### src/rtl/fetch_queue.sv
// fetch_queue: ordered instruction prefetch queue with up to DEPTH fetches in flight.
// Revision 1.0
`timescale 1ns/1ps
`default_nettype none

module fetch_queue #(
  parameter int DEPTH  = 4,
  parameter int PC_W   = 32,
  parameter int DATA_W = 32,
  parameter int EXC_W  = 5
) (
  input  logic              clk,
  input  logic              resetn,
  input  logic              flush_i,
  input  logic              valid_i,
  input  logic [PC_W-1:0]   pc_i,
  input  logic              exc_i,
  input  logic              exc_miss_i,
  input  logic [EXC_W-1:0]  exccode_i,
  output logic              ready_o,
  output logic              inst_req,
  output logic [PC_W-1:0]   inst_addr,
  input  logic              inst_addr_ok,
  input  logic              inst_data_ok,
  input  logic [DATA_W-1:0] inst_rdata,
  output logic              valid_o,
  output logic [PC_W-1:0]   pc_o,
  output logic [DATA_W-1:0] inst_o,
  output logic              exc_o,
  output logic              exc_miss_o,
  output logic [EXC_W-1:0]  exccode_o,
  input  logic              ready_i
);

  localparam int PTR_W = $clog2(DEPTH);
  localparam int CNT_W = PTR_W + 1;
  localparam logic [CNT_W:0] OCC_MAX = (CNT_W+1)'(DEPTH);

  // Pointers carry one extra wrap bit so wr-fill distinguishes 0 from DEPTH live requests.
  logic [PTR_W:0]     r_wr, r_fill, r_rd;
  logic [CNT_W-1:0]   r_count, r_discard;
  logic [DEPTH-1:0]   r_done;
  logic [PC_W-1:0]    r_pc       [DEPTH];
  logic [DATA_W-1:0]  r_inst     [DEPTH];
  logic               r_exc      [DEPTH];
  logic               r_exc_miss [DEPTH];
  logic [EXC_W-1:0]   r_exccode  [DEPTH];

  logic [PTR_W-1:0]   w_wi, w_fi, w_ri;
  logic [CNT_W-1:0]   w_live, w_flush_disc;
  logic [CNT_W:0]     w_occ;
  logic               w_room, w_outst, w_alloc_n, w_alloc_e, w_alloc;
  logic               w_drop, w_fill, w_pop, w_resp;

  assign w_wi    = r_wr[PTR_W-1:0];
  assign w_fi    = r_fill[PTR_W-1:0];
  assign w_ri    = r_rd[PTR_W-1:0];
  assign w_live  = r_wr - r_fill;
  assign w_occ   = {1'b0, r_count} + {1'b0, r_discard};
  assign w_room  = (w_occ < OCC_MAX);
  assign w_outst = (w_live != '0) | (r_discard != '0);

  // Combinational outputs are gated by resetn so they drop as soon as reset asserts.
  assign inst_req  = resetn & valid_i & ~exc_i & ~flush_i & w_room;
  assign inst_addr = pc_i;
  assign w_alloc_n = inst_req & inst_addr_ok;
  assign w_alloc_e = resetn & valid_i & exc_i & ~flush_i & w_room & ~w_outst;
  assign w_alloc   = w_alloc_n | w_alloc_e;
  assign ready_o   = w_alloc;

  assign w_resp = inst_data_ok & ((r_discard != '0) | (w_live != '0));
  assign w_drop = inst_data_ok & (r_discard != '0);
  assign w_fill = inst_data_ok & (r_discard == '0) & (w_live != '0);
  assign w_flush_disc = r_discard + w_live - CNT_W'(w_resp);

  assign valid_o    = (r_count != '0) & r_done[w_ri];
  assign w_pop      = valid_o & ready_i & ~flush_i;
  assign pc_o       = r_pc[w_ri];
  assign inst_o     = r_inst[w_ri];
  assign exc_o      = r_exc[w_ri];
  assign exc_miss_o = r_exc_miss[w_ri];
  assign exccode_o  = r_exccode[w_ri];

  always_ff @(posedge clk or negedge resetn) begin
    if (!resetn) begin
      r_wr      <= '0;
      r_fill    <= '0;
      r_rd      <= '0;
      r_count   <= '0;
      r_discard <= '0;
      r_done    <= '0;
      for (int i = 0; i < DEPTH; i++) begin
        r_pc[i]       <= '0;
        r_inst[i]     <= '0;
        r_exc[i]      <= 1'b0;
        r_exc_miss[i] <= 1'b0;
        r_exccode[i]  <= '0;
      end
    end else if (flush_i) begin
      // Everything still outstanding on the bus becomes a response to be swallowed.
      r_count   <= '0;
      r_done    <= '0;
      r_rd      <= r_wr;
      r_fill    <= r_wr;
      r_discard <= w_flush_disc;
    end else begin
      if (w_alloc_n) begin
        r_pc[w_wi]       <= pc_i;
        r_exc[w_wi]      <= 1'b0;
        r_exc_miss[w_wi] <= 1'b0;
        r_exccode[w_wi]  <= '0;
        r_done[w_wi]     <= 1'b0;
      end
      if (w_alloc_e) begin
        r_pc[w_wi]       <= pc_i;
        r_inst[w_wi]     <= '0;
        r_exc[w_wi]      <= 1'b1;
        r_exc_miss[w_wi] <= exc_miss_i;
        r_exccode[w_wi]  <= exccode_i;
        r_done[w_wi]     <= 1'b1;
        r_fill           <= r_fill + 1'b1;
      end
      if (w_alloc) begin
        r_wr <= r_wr + 1'b1;
      end
      if (w_drop) begin
        r_discard <= r_discard - 1'b1;
      end
      if (w_fill) begin
        r_inst[w_fi] <= inst_rdata;
        r_done[w_fi] <= 1'b1;
        r_fill       <= r_fill + 1'b1;
      end
      if (w_pop) begin
        r_done[w_ri] <= 1'b0;
        r_rd         <= r_rd + 1'b1;
      end
      r_count <= r_count + CNT_W'(w_alloc) - CNT_W'(w_pop);
    end
  end

endmodule

`default_nettype wire
### config.mk
export PLATFORM = sky130hd
export DESIGN_NAME = fetch_queue
export DESIGN_NICKNAME = d
export VERILOG_FILES = /design/src/rtl/fetch_queue.sv
export SDC_FILE = /design/constraint.sdc
export NUM_CORES = 1
export LEC_CHECK = 0
export BUFFER_PORTS_ARGS = -buffer_cell sky130_fd_sc_hd__buf_4
export CAP_MARGIN = 25
export CORE_MARGIN = 10
export CORE_UTILIZATION = 60
export CTS_BUF_LIST = sky130_fd_sc_hd__clkbuf_4
export DETAILED_ROUTE_END_ITERATION = 16
export PLACE_DENSITY = 0.86
export SLEW_MARGIN = 5
export SYNTH_ARGS = -nofsm -noshare
export SYNTH_HDL_FRONTEND = slang
export SYNTH_SLANG_ARGS = --single-unit
### constraint.sdc
create_clock -name clk -period 4.8 [get_ports clk]
set_clock_uncertainty 0.2 [all_clocks]
set_input_delay 0.96 -clock clk [delete_from_list [all_inputs] [get_ports clk]]
set_output_delay 0.96 -clock clk [all_outputs]
set_load 0.005 [all_outputs]
# After elaboration in Yosys (flattened, before gate mapping)
# Index checks and enable logic that the tools add are counted.
# classes
addsub	10
n_lt_le_gt_ge	12
muxes	67
n_bitwise	38
n_reduce_logical	13
# op_table
operator	n
$mux 128	6
$bwmux 128	3
$mux 32	6
$and 128x128->128	1
$bmux 32 s2	2
$demux 32 s2	2
$not 128->128	1
$mux 20	3
$mux 4	14
$mux 3	8
$and 20x20->20	1
$bwmux 20	1
$not 20->20	1
$and 1x1->1	16
$and 4x4->4	4
$mux 5	3
$not 4->4	3
$or 4x4->4	3
$reduce_bool 3->1	4
$bmux 5 s2	1
$demux 5 s2	1
$add 3x1->3 const B	3
$ge 3x3->1 const B	3
$lt 2x3->1 const B	3
other kinds (20)	47
# totals
register_bits	303
in_bits	78
output_inout_bits	106
word_cells	166

# Depth between registers and ports, before layout
# depth
depth_word	17
depth_mapped	14
ltp_nobuf	14

# Worst setup path after synthesis
# OpenSTA, ideal clock, no wires.
# synth_path
path_kind	reg2reg
start	register r_wr[0]
end	register r_discard[2]
setup_time_ns	0.137
arrival_ns	3.008
t_required_ns	4.463
path_slack_ns	1.455
path_stages_with_launch	15
n_path_buf	0
synth_period_minus_slack_ns	3.345
path_cell_list	dfrtp_1 -> inv_1 -> ha_1 -> fa_1 -> xor3_2 -> nor2_1 -> a21boi_0 -> ha_1 -> inv_1 -> ha_1 -> fa_1 -> xor2_1 -> xnor2_1 -> xor2_1 -> a21oi_1
# synth_via
elab_chain_len	6
elab_cells_between_ends	7
classes_between	3 x add/sub; 1 x mux; 2 x bitwise; 1 x reduce/logical
# synth_lines
item	line	rtl
start: declaration	40	logic [PTR_W:0] r_wr, r_fill, r_rd;
start signal: assignment	124	r_wr <= r_wr + 1'b1;
$sub 3x3->3 (*)	58	assign w_live = r_wr - r_fill;
branches (longest 3 deep; another with $add 3x3->3)	-	
$sub 3x1->3 (*)	74	assign w_flush_disc = r_discard + w_live - CNT_W'(w_resp);
$mux 3 (*)	99	end else if (flush_i) begin
end signal: assignment	105	r_discard <= w_flush_disc;
end signal: assignment	127	r_discard <= r_discard - 1'b1;
end: declaration	41	logic [CNT_W-1:0] r_count, r_discard;
# Every way passes the cells marked *.
# A chain may end at the register's enable or synchronous reset.

# Worst setup path in the final report
# layout_path
start	register r_wr[0]
end	output ready_o
# layout_via
elab_chain_len	6
# layout_lines
item	line	rtl
$sub 3x3->3	58	
$reduce_bool 3->1	61	assign w_outst = (w_live != '0) | (r_discard != '0);
$or 1x1->1	61	
$not 1->1	67	assign w_alloc_e = resetn & valid_i & exc_i & ~flush_i & w_room & ~w_outst;
$and 1x1->1	67	
$or 1x1->1	68	assign w_alloc = w_alloc_n | w_alloc_e;
end: declaration	20	output logic ready_o,
# Every way passes these cells.

==> results.md <==
| Item | Value |
|---|---|
| Class of the tightest hold or removal check | in2async |
| Arrival time worst endpoint | 3.04 ns |
| Total iterations of the first detailed-routing run | 4 |
| Area of combinational cells with multiple inputs | 5610 µm² |
| Syn Nets | 1002 |
| Vias in the first global route | 9797 |
| Final hold violations | 0 |
| Number of I/O pins | 184 |
| Number of enable flip-flop cells after synthesis | 0 |
| CTS tree | built |
| Port Buffer Count | 183 |
| Worst slew margin relative to its limit | 39.5% |
| Most common cell after layout, fill and taps aside | dfrtp_1 |
| Setup repair after global routing missed its margin | no |
| Highest Clock Rate | 238 MHz |
| Share of post-route cells with drive strength above 1 | 47.3% |
| Average cell area after synthesis | 15.4 µm² |
| Unique masters post-synth | 42 |
| FF+latch area | 7560 µm² |
| Routed length per instance | 23.0 µm |
| Final cycle utilization of the critical path | 87.5% |
| Sum of negative setup slack | 0 ns |
| Biggest area contributors in the synthesized netlist | dfrtp_1 55%, mux4_2 12%, a22o_1 9.6% |
| Final ANT Viol Nets | 0 |
| Hold-fix buffers, CTS | 0 |
| Async set-reset flop share out of synthesis | 100% |
| Synthesis-to-layout area growth | 17.2% |
| Synth Instances | 899 |
| Vertical die dimension | 172 µm |
| Primary flip-flop cell chosen by synthesis mapping | dfrtp_1 |
| Number of pins with negative max-slew slack in the final report | 0 |
| Clock Sink Count | 302 |
| Worst setup SP type | register |
| Clock Path Buffers | 3 |
| Effective utilization at floorplan | 61.0% |
| Fin util | 71.4% |
| Max rail drop VDD | 306 µV |
| Reported leakage power | 8.21 nW |
| Area of the core region | 22600 µm² |
| Iteration-0 DRC Markers | 675 |
| CTS HTree Levels | 3 |
| Master of the slowest instance on the critical path | o21a_1 |
| Half-perimeter wire length after placement | 20400 µm |
| Most area-hungry cell type in the Yosys netlist | dfrtp_1 |
| Yosys top cell area share | 54.8% |
| Max-cap violations | 0 |
| Synthesis-stage register bit count | 302 |
| Critical Path RT | 3.64 ns |
| Startpoint of the worst register-to-register path | r_wr[0] |
| Longest individual stage delay on the worst path | 0.41 ns |
| Total DRC errors in the routed layout | 0 |
| Source-to-sink clock delay at the later pin of the worst-skew pair | 0.67 ns |
| Critical setup path kind | reg2out |
| Area of the die | 29500 µm² |
| Crit Path Max Fanout | 9 |
| Buffer cell driving the clock tree root | clkbuf_4 |
| Pwr Density | 559 nW/µm² |
| Total placed cells including tap cells | 1289 |
| Area of the mapped netlist | 13800 µm² |
| Post-CTS Repair Setup Buffers | 0 |
| Pin count of the biggest net entering global routing | 162 |
| Outcome | completed |
| Standard-cell rows | 55 |
| Number of buffers created by CTS | 78 |
| Sequential fraction of the synthesis area | 54.8% |
| Total GRT Usage | 22.3% |
| Via count of the routed design | 8674 |
| RePlAce Congestion | 0.836 |
| Transition time of the tightest slew-check pin | 0.908 ns |
| DR vias/cell | 6.11 |
| Reg clk slew, reported paths | 0.06 ns |
| Die X | 172 µm |
| Final WL | 32600 µm |
| Worst hold-check slack | 0.186 ns |
| Commonest cells after routing, fill and taps aside | 300 x dfrtp_1, 200 x buf_4, 152 x a22o_1 |
| First-pass GRT wire length | 52000 µm |
| Min cycle time layout | 4.20 ns |
| Endpoint class of the critical path | output pin |
| Post-cts gate resize count | 0 |
| First element of the critical path | r_wr[0] |
| Cell Chain, Critical Path | inv_1 > ha_1 > fa_1 > xor3_2 > nor3_4 > o21a_1 > buf_4 |
| Post-Layout Cell Count | 1419 |
| Setup-violating endpoint count in the final report | 0 |
| Final global-route overflow total | 0 |
| Initial antenna violation count | 2 |
| Synthesis Warnings | 0 |
| Number of fillers in the final layout | 1446 |
| Number of nets in the layout | 1188 |
==> where the power goes <==
part | switching, W | internal (W) | total, W
logic | 0.00115 | 0.00174 | 0.00289
clock network | 0.00101 | 0.00127 | 0.00228
registers | 0.000553 | 0.00332 | 0.00388
==> flip-flops by register name, summed over array words and instances (netlist names) <==
register,count
r_exc,4
r_done,4
r_exccode,20
r_count,3
r_inst,128
r_exc_miss,4
r_pc,128
r_fill,3
r_rd,2
r_discard,3
r_wr,3
==> layer usage <==
layer  GRT usage (%)  up-vias  routed length (µm)
met5               0        -                   0
met4            7.64        0                 459
met3            7.01       40                2570
met2            35.7      336               16000
met1            28.3     4496               13600
li1                -     3802                   -
==> synth_stat cells, types with 4 or more instances <==
| master | instances |
|---|---|
| nand2_1 | 20 |
| o21ai_0 | 5 |
| mux2i_1 | 5 |
| a211oi_1 | 5 |
| clkbuf_1 | 21 |
| nand2_2 | 4 |
| and3_1 | 6 |
| a221oi_1 | 4 |
| nor2_1 | 6 |
| mux2_2 | 85 |
| ha_1 | 22 |
| nor3b_1 | 4 |
| buf_6 | 12 |
| mux4_2 | 71 |
| inv_1 | 15 |
| xnor2_1 | 6 |
| nand3_1 | 8 |
| a21o_1 | 5 |
| buf_2 | 19 |
| mux2_4 | 45 |
| dfrtp_1 | 302 |
| buf_1 | 14 |
| buf_4 | 32 |
| a22o_1 | 152 |
==> layout make-up <==
class,instances,share of cell area (%)
clock inverter,16,1.04
antenna,2,0.0309
inverter,15,0.348
tap,285,2.20
sequential,302,46.8
clock buffer,111,5.15
multi-input combinational,484,34.7
timing repair buffer,204,9.79
==> final timing paths <==
path | end | slack, ns | cells after the start
worst max register to register | r_discard[2] | 1.18 | 14
max in group asynchronous | r_rd[1] | 2.70 | 3
min in group clk | r_exc[3] | 0.29 | 2
worst max-delay path | ready_o | 0.60 | 7
worst min-delay path | r_inst[23] | 0.19 | 2
worst min register to register | r_exc[3] | 0.29 | 2
==> logic make-up (layout without fill, tap and decap cells) <==
| logic type | count (synthesis) | in the layout | share of synthesized area [%] |
|---|---|---|---|
| simple gates | 63 | 63 | 2.44 |
| mux | 206 | 206 | 23.8 |
| compound gates | 180 | 180 | 11.1 |
| flops | 302 | 302 | 54.8 |
| other cells | 0 | 2 | 0 |
| buf+inv | 113 | 346 | 4.77 |
| xor+xnor | 10 | 10 | 0.752 |
| fa+ha+maj | 25 | 25 | 2.43 |
==> critical path: cells and delay by family, from the launching register on <==
family | cells | cell delay [ns]
adder cells (fa/ha/maj) | 2 | 0.61
AO/OA/AOI/OAI | 1 | 0.41
flip-flops | 1 | 0.39
AND/OR/NAND/NOR | 1 | 0.34
XOR/XNOR | 1 | 0.33
buffers and inverters | 2 | 0.31
==> metrics by stage <==
stage / total power (W) / worst slack [ns] / instance area [µm²]
CTS: 0.00912 / 0.539 / 16100
detailed placement: 0.00679 / 0.886 / 15100
global route: 0.00960 / 0.401 / 16200
global placement: 0.00665 / 0.911 / 15100
finish: 0.00904 / 0.599 / 16200
floorplan: 0.00565 / 1.46 / 13800
Power figures use the tool's default switching activity.
